## config.mk

```make
export PLATFORM = sky130hd
export DESIGN_NAME = sm83_instr_assembler
export DESIGN_NICKNAME = d
export VERILOG_FILES = /design/src/rtl/sm83_instr_assembler.sv
export SDC_FILE = /design/constraint.sdc
export NUM_CORES = 1
export LEC_CHECK = 0
export ABC_AREA = 1
export CORE_UTILIZATION = 26
export CTS_CLUSTER_DIAMETER = 80
export DETAILED_ROUTE_END_ITERATION = 7
export PLACE_DENSITY = 0.52
export SYNTH_ARGS = -nofsm -noshare
export SYNTH_HDL_FRONTEND = slang
export SYNTH_SLANG_ARGS = --single-unit
```

## constraint.sdc

```tcl
create_clock -name clk -period 10.8 [get_ports clk]
set_input_delay 2.16 -clock clk [delete_from_list [all_inputs] [get_ports clk]]
set_output_delay 2.16 -clock clk [all_outputs]
set_load 0.005 [all_outputs]
```

## src/rtl/sm83_instr_assembler.sv

```systemverilog
// sm83_instr_assembler: assembles SM83 opcode/operand bytes into whole
// instructions (CB prefix, 0-2 immediates, start PC) and queues them.
// Ports: clk, rst (async, active-high), flush/flush_pc, byte input
// handshake (in_valid/in_ready/in_byte), instruction output handshake
// (out_valid/out_ready plus out_opcode, out_is_cb, out_imm, out_len,
// out_pc, out_illegal) and count of queued entries.
module sm83_instr_assembler #(
  parameter int DEPTH = 4,
  parameter int PC_W = 16,
  parameter logic [PC_W-1:0] RESET_PC = '0
) (
  input  logic                       clk,
  input  logic                       rst,
  input  logic                       flush,
  input  logic [PC_W-1:0]            flush_pc,
  input  logic                       in_valid,
  output logic                       in_ready,
  input  logic [7:0]                 in_byte,
  output logic                       out_valid,
  input  logic                       out_ready,
  output logic [7:0]                 out_opcode,
  output logic                       out_is_cb,
  output logic [15:0]                out_imm,
  output logic [1:0]                 out_len,
  output logic [PC_W-1:0]            out_pc,
  output logic                       out_illegal,
  output logic [$clog2(DEPTH+1)-1:0] count
);

  localparam int CW = $clog2(DEPTH + 1);
  localparam int AW = $clog2(DEPTH);

  typedef struct packed {
    logic [7:0]      op;
    logic            cb;
    logic [15:0]     imm;
    logic [1:0]      len;
    logic [PC_W-1:0] pc;
    logic            ill;
  } ent_t;

  typedef enum logic [1:0] {
    S_OP,
    S_CB,
    S_IMM_LO,
    S_IMM_HI
  } state_t;

  function automatic logic [1:0] imm_cnt(input logic [7:0] op);
    logic [1:0] n;
    n = 2'd0;
    case (op)
      8'h06, 8'h0E, 8'h16, 8'h1E,
      8'h26, 8'h2E, 8'h36, 8'h3E,
      8'h10, 8'h18, 8'h20, 8'h28,
      8'h30, 8'h38, 8'hC6, 8'hCE,
      8'hD6, 8'hDE, 8'hE6, 8'hEE,
      8'hF6, 8'hFE, 8'hE0, 8'hF0,
      8'hE8, 8'hF8: n = 2'd1;
      8'h01, 8'h11, 8'h21, 8'h31,
      8'h08, 8'hC2, 8'hC3, 8'hC4,
      8'hCA, 8'hCC, 8'hCD, 8'hD2,
      8'hD4, 8'hDA, 8'hDC, 8'hEA,
      8'hFA: n = 2'd2;
      default: n = 2'd0;
    endcase
    return n;
  endfunction

  function automatic logic is_ill(input logic [7:0] op);
    logic r;
    r = 1'b0;
    case (op)
      8'hD3, 8'hDB, 8'hDD, 8'hE3,
      8'hE4, 8'hEB, 8'hEC, 8'hED,
      8'hF4, 8'hFC, 8'hFD: r = 1'b1;
      default: r = 1'b0;
    endcase
    return r;
  endfunction

  state_t          state_q, state_d;
  logic [PC_W-1:0] pc_q, pc_d;
  logic [PC_W-1:0] pcs_q, pcs_d;
  logic [7:0]      op_q, op_d;
  logic [7:0]      lo_q, lo_d;
  ent_t            mem_q [DEPTH];
  ent_t            mem_d [DEPTH];
  logic [AW-1:0]   wr_q, wr_d;
  logic [AW-1:0]   rd_q, rd_d;
  logic [CW-1:0]   cnt_q, cnt_d;

  logic accept;
  logic pop;
  logic push;
  ent_t ent;
  ent_t head;

  assign in_ready = !rst && !flush && (cnt_q != CW'(DEPTH));
  assign accept = in_valid && in_ready;
  assign out_valid = (cnt_q != '0);
  // A pop coinciding with flush is swallowed by the pointer reset.
  assign pop = out_valid && out_ready && !flush;
  assign count = cnt_q;

  always_comb begin
    state_d = state_q;
    pc_d = pc_q;
    pcs_d = pcs_q;
    op_d = op_q;
    lo_d = lo_q;
    push = 1'b0;
    ent = '0;
    if (flush) begin
      state_d = S_OP;
      pc_d = flush_pc;
    end else if (accept) begin
      pc_d = pc_q + PC_W'(1);
      unique case (state_q)
        S_OP: begin
          pcs_d = pc_q;
          op_d = in_byte;
          if (in_byte == 8'hCB) begin
            state_d = S_CB;
          end else if (imm_cnt(in_byte) == 2'd0) begin
            push = 1'b1;
            ent = '{op: in_byte, cb: 1'b0, imm: 16'h0,
                    len: 2'd1, pc: pc_q,
                    ill: is_ill(in_byte)};
          end else begin
            state_d = S_IMM_LO;
          end
        end
        S_CB: begin
          push = 1'b1;
          ent = '{op: in_byte, cb: 1'b1, imm: 16'h0,
                  len: 2'd2, pc: pcs_q, ill: 1'b0};
          state_d = S_OP;
        end
        S_IMM_LO: begin
          lo_d = in_byte;
          if (imm_cnt(op_q) == 2'd1) begin
            push = 1'b1;
            ent = '{op: op_q, cb: 1'b0,
                    imm: {8'h00, in_byte},
                    len: 2'd2, pc: pcs_q, ill: 1'b0};
            state_d = S_OP;
          end else begin
            state_d = S_IMM_HI;
          end
        end
        S_IMM_HI: begin
          push = 1'b1;
          ent = '{op: op_q, cb: 1'b0,
                  imm: {in_byte, lo_q},
                  len: 2'd3, pc: pcs_q, ill: 1'b0};
          state_d = S_OP;
        end
        default: state_d = S_OP;
      endcase
    end
  end

  always_comb begin
    mem_d = mem_q;
    wr_d = wr_q;
    rd_d = rd_q;
    cnt_d = cnt_q;
    if (flush) begin
      wr_d = '0;
      rd_d = '0;
      cnt_d = '0;
    end else begin
      if (push) begin
        mem_d[wr_q] = ent;
        wr_d = wr_q + AW'(1);
      end
      if (pop) begin
        rd_d = rd_q + AW'(1);
      end
      cnt_d = cnt_q + CW'(push) - CW'(pop);
    end
  end

  always_ff @(posedge clk or posedge rst) begin
    if (rst) begin
      state_q <= S_OP;
      pc_q <= RESET_PC;
      pcs_q <= RESET_PC;
      op_q <= '0;
      lo_q <= '0;
      wr_q <= '0;
      rd_q <= '0;
      cnt_q <= '0;
      for (int i = 0; i < DEPTH; i++) begin
        mem_q[i] <= '0;
      end
    end else begin
      state_q <= state_d;
      pc_q <= pc_d;
      pcs_q <= pcs_d;
      op_q <= op_d;
      lo_q <= lo_d;
      wr_q <= wr_d;
      rd_q <= rd_d;
      cnt_q <= cnt_d;
      mem_q <= mem_d;
    end
  end

  // Data fields read zero whenever the queue is empty.
  assign head = out_valid ? mem_q[rd_q] : '0;
  assign out_opcode = head.op;
  assign out_is_cb = head.cb;
  assign out_imm = head.imm;
  assign out_len = head.len;
  assign out_pc = head.pc;
  assign out_illegal = head.ill;

endmodule

```

Word-level counts from Yosys, hierarchy flattened

Index checks and enable logic that the tools add are counted.

Add/subtract/negate cells: 5
Multiply operators: 0
Div/mod/pow operators: 0
Magnitude comparators: 3
Equality and inequality tests: 104
Shift operators: 0
Multiplexer cells: 42
Bitwise gates (word level): 3
Reductions and logical operators: 24

Operator list:

| kind                                                                  | number |
|---|---|
| 8-bit equality test, second input constant                            | 60 |
| 44-bit 2-to-1 mux                                                     | 9 |
| 176-bit bitwise mux                                                   | 1 |
| 44-bit case mux with 4 select lines                                   | 1 |
| 8-bit by 6-bit equality test with 1-bit output, second input constant | 20 |
| 44-bit binary-select mux with 2-bit select                            | 1 |
| 44-bit demux with 2-bit select                                        | 1 |
| 8-bit by 5-bit equality test with 1-bit output, second input constant | 10 |
| 26-bit OR reduction                                                   | 2 |
| 17-bit OR reduction                                                   | 2 |
| 8-bit by 4-bit equality test with 1-bit output, second input constant | 4 |
| 16-bit 2-to-1 mux                                                     | 2 |
| 2-bit 2-to-1 mux                                                      | 16 |
| 16-bit by 1-bit adder with 16-bit output, second input constant       | 1 |
| 8-bit by 1-bit equality test with 1-bit output, second input constant | 2 |
| 8-bit by 3-bit equality test with 1-bit output, second input constant | 2 |
| 11-bit OR reduction                                                   | 1 |
| 2-bit case mux with 2 select lines                                    | 2 |
| 3-bit >= comparator, second input constant                            | 2 |
| 1-bit logical AND                                                     | 6 |
| 1-bit 2-to-1 mux                                                      | 6 |
| 2-bit inverter with 3-bit output                                      | 2 |
| 2-bit case mux with 3 select lines                                    | 1 |
| 3-bit AND reduction                                                   | 2 |
| 17 further kinds                                                      | 25 |

Register bits: 233
Bits in latches: 0
Memory bits (writable): 0
Memory bits (read-only): 0
Input port bits: 29
Output and inout bits: 49
Logic and storage cells: 213
Memories kept: 0

Longest topological paths before layout

Depth in word-level cells: 16
Depth in mapped cells: 17
Mapped depth without buffers: 16

Least setup slack after synthesis

OpenSTA, ideal clock, no wires.

Path type: input -> output
From: input rst
To: output in_ready
Data arrival time: 7.593 ns
Required time: 8.640 ns
Setup slack: 1.047 ns
Stages: 3
Path buffers: 0
Cell sequence: inv_1 nand2_1 a21oi_2

Word-level cells in the longest chain between the ends: 3

RTL lines:

| item                            | RTL line | text |
|---|---|---|
| from (decl)                     | 13       | `input logic rst,` |
| 1-bit zero test (no line)       | n/a      |  |
| 1-bit logical AND (2 in series) | 99       | `assign in_ready = !rst && !flush && (cnt_q != CW'(DEPTH));` |
| to (decl)                       | 17       | `output logic in_ready,` |

Every way passes these cells.

Worst setup path in the final report

Same ends and word-level chain as after synthesis.

==> metrics.csv <==
metric;value;unit
met1 usage in global routing;0.229;
Worst EP arrival;3.80;ns
WP buf/inv;3;
Setup Viol. Count Final;0;
CP startpoint kind;input pin;
worst clock skew;0.0169;ns
critical path required time;8.64;ns
Setup WS post-layout;4.84;ns
clock network fraction of total power;0.325;
post-synthesis register bit count;233;
synth-to-layout area growth;17.5;%
initial DRC count;877;
pwr dens;202;nW/um^2
initial antenna violation count;0;
Routed WL;37.4;mm
Clock Latency Late Sink;0.54;ns
Crit-path slowest cell;clkdlybuf4s50_1;
layout cell share with drive strength beyond 1;0.0535;
asr flop ratio synth;1.00;
cell taking the most area after synthesis;dfrtp_1;
vias in the first global route;10400;
EDFF count, synth;0;
net switching power;0.000995;W
VDD IR max;0.000138;V
Syn Inst Count;1583;
most common library cells after synthesis;nand2_1, dfrtp_1, nor2_1;
fmax;168;MHz
share of total power in sequential cells;0.379;
Port Buf Inserts;77;
# fillers;4920;
top post-synthesis cells by area;dfrtp_1, nand2_1, nor2_1;
cell family with the largest share of critical-path delay;buffers and inverters;
Leak Pwr;6.47;nW
Detailed Place HPWL;22.2;mm
Critical Path, Cell by Cell;clkdlybuf4s50_1 > inv_8 > nand2_1 > a21oi_2 > clkdlybuf4s50_1;
Setup Crit Path Kind;in -> out;
Post-Syn Area;11700;um^2
Comb power frac;0.296;
DIE HEIGHT;214;um
Slew Limit Fails;0;
H-tree Lvls;1;
drt pass-1 iters;5;
DP Worst Slack;4.82;ns
deepest clock path buffer count;3;
Tightest Pin Transition;1.20;ns
Hold Violations, Final;0;
setup TNS;0;ns
slowest stage delay, CP;0.54;ns
GR Overflow Total;0;
Clock transition at path regs;0.06;ns
Crit path top cell by count;clkdlybuf4s50_1;
antenna fix cells;0;
# IOs;78;
Max Cap Viol;0;
RSZ-0062 raised after global routing;false;
status;finished, final reports clean;
grt met3 use;0.0163;
switching part of the total power;0.358;
Worst Path Max Fanout;40;
core area;44300;um^2
Avg Cell Area, Syn;7.41;um^2
period utilisation layout;0.552;
hold crit path type;reg -> reg;
post-synthesis sequential area ratio;0.497;
Die ar.;46000;um^2
cts hold-fix bufs;0;
met2 Use GR;0.268;
via count;10300;
Cell Rows;77;
global-route wire length before repair;59.8;mm
most numerous cell in the Yosys netlist;nand2_1;
PostCTS Resize Cnt;0;
Root Buffer;clkbuf_16;
Via density;4.64;
Setup crit end kind;output pin;
ys flop type;dfrtp_1;
Die Wd;214;um
postcts setup bufs;0;
Internal;0.00179;W
initial core utilization;0.265;
area share of the largest cell type after synthesis;0.497;
Period minus WS final;5.96;ns
GR peak layer;met2;
Nets;1647;
Remaining DRCs;0;
CTS buffer count;26;
wire length per cell;16.9;um
Netlist cell types;43;
clk sinks;233;
max-slew headroom at the worst pin;0.202;
largest net degree at the start of global routing;91;
synth warn;0;
CTS tree;yes;
Final ANT Viol Nets;0;
Placer Congestion;0.836;
synthesized net count;1620;
GRT Total Usage;0.163;
worst min-delay path: stages (launching register included):
cell	delay [ns]
dfrtp_1	0.34
nand2_1	0.05
nand2_1	0.05
sequential cells by signal (all words and copies together) (netlist names):
| signal | count |
|---|---|
| pc_q | 16 |
| pcs_q | 16 |
| mem_q | 176 |
| lo_q | 8 |
| wr_q | 2 |
| op_q | 8 |
| rd_q | 2 |
| state_q | 2 |
| count | 3 |
final timing paths:
kind                            start    endpoint  slack [ns]  depth (start not counted)
hold / removal             mem_q[105]  mem_q[105]        0.47                          2
max in group asynchronous         rst  mem_q[110]        5.84                          5
min in group asynchronous         rst  mem_q[157]        2.02                          2
hold reg to reg            mem_q[105]  mem_q[105]        0.47                          2
setup reg to reg           state_q[1]    mem_q[6]        7.18                          7
setup / recovery                  rst    in_ready        4.84                          5
power by group through the flow:
stage               registers [W]  clock network [W]  logic (W)
floorplan                 0.00104                  0   0.000520
global placement          0.00107                  0   0.000823
detailed placement        0.00107                  0   0.000824
CTS                       0.00105           0.000928   0.000831
global route              0.00107           0.000957   0.000922
finish                    0.00106           0.000905   0.000822
cell type report:
| type | instances | area (um^2) | area share |
|---|---|---|---|
| repair buffers | 88 | 853 | 0.0619 |
| flip-flops and latches | 233 | 5830 | 0.423 |
| multi-input cells | 1206 | 5270 | 0.383 |
| inverters | 55 | 218 | 0.0158 |
| clock buffers | 37 | 773 | 0.0561 |
| well taps | 592 | 741 | 0.0538 |
| clock inverters | 7 | 88.8 | 0.00645 |
metal layers:
metal,part of all wire,up-vias
met3,0.039,39
li1,-,5087
met2,0.47,230
met5,0,-
met4,0.016,0
met1,0.48,4936
through the flow:
| step | cell area [um^2] | total power [W] | hold WS [ns] | std cells | utilization |
|---|---|---|---|---|---|
| finish | 13800 | 0.00278 | 0.473 | 2218 | 0.311 |
| global route | 13800 | 0.00295 | 0.492 | 2218 | 0.311 |
| CTS | 13800 | 0.00281 | 0.477 | 2218 | 0.311 |
| detailed placement | 12900 | 0.00189 | 0.461 | 2174 | 0.291 |
| global placement | 12900 | 0.00189 | 0.457 | 2174 | 0.291 |
| floorplan | 11700 | 0.00156 | 0.444 | 1583 | - |
cells by family after synthesis:
family,synth area share
AO/OA/AOI/OAI,0.126
XOR/XNOR,0.00597
adder cells (fa/ha/maj),0.00918
buffers and inverters,0.0540
flip-flops,0.497
AND/OR/NAND/NOR,0.308
cell usage in the layout, fill, tap and decap left out, drive strengths merged, types with 5 or more instances in the layout:
master	n
nor3	8
inv	53
clkinv	7
nand2	606
clkbuf	37
o211ai	5
dfrtp	233
clkdlybuf4s50	77
ha	7
a21oi	78
nand3	48
buf	11
nor2	235
o21ai	192
xor2	6
(Power assumes the default switching activity.)
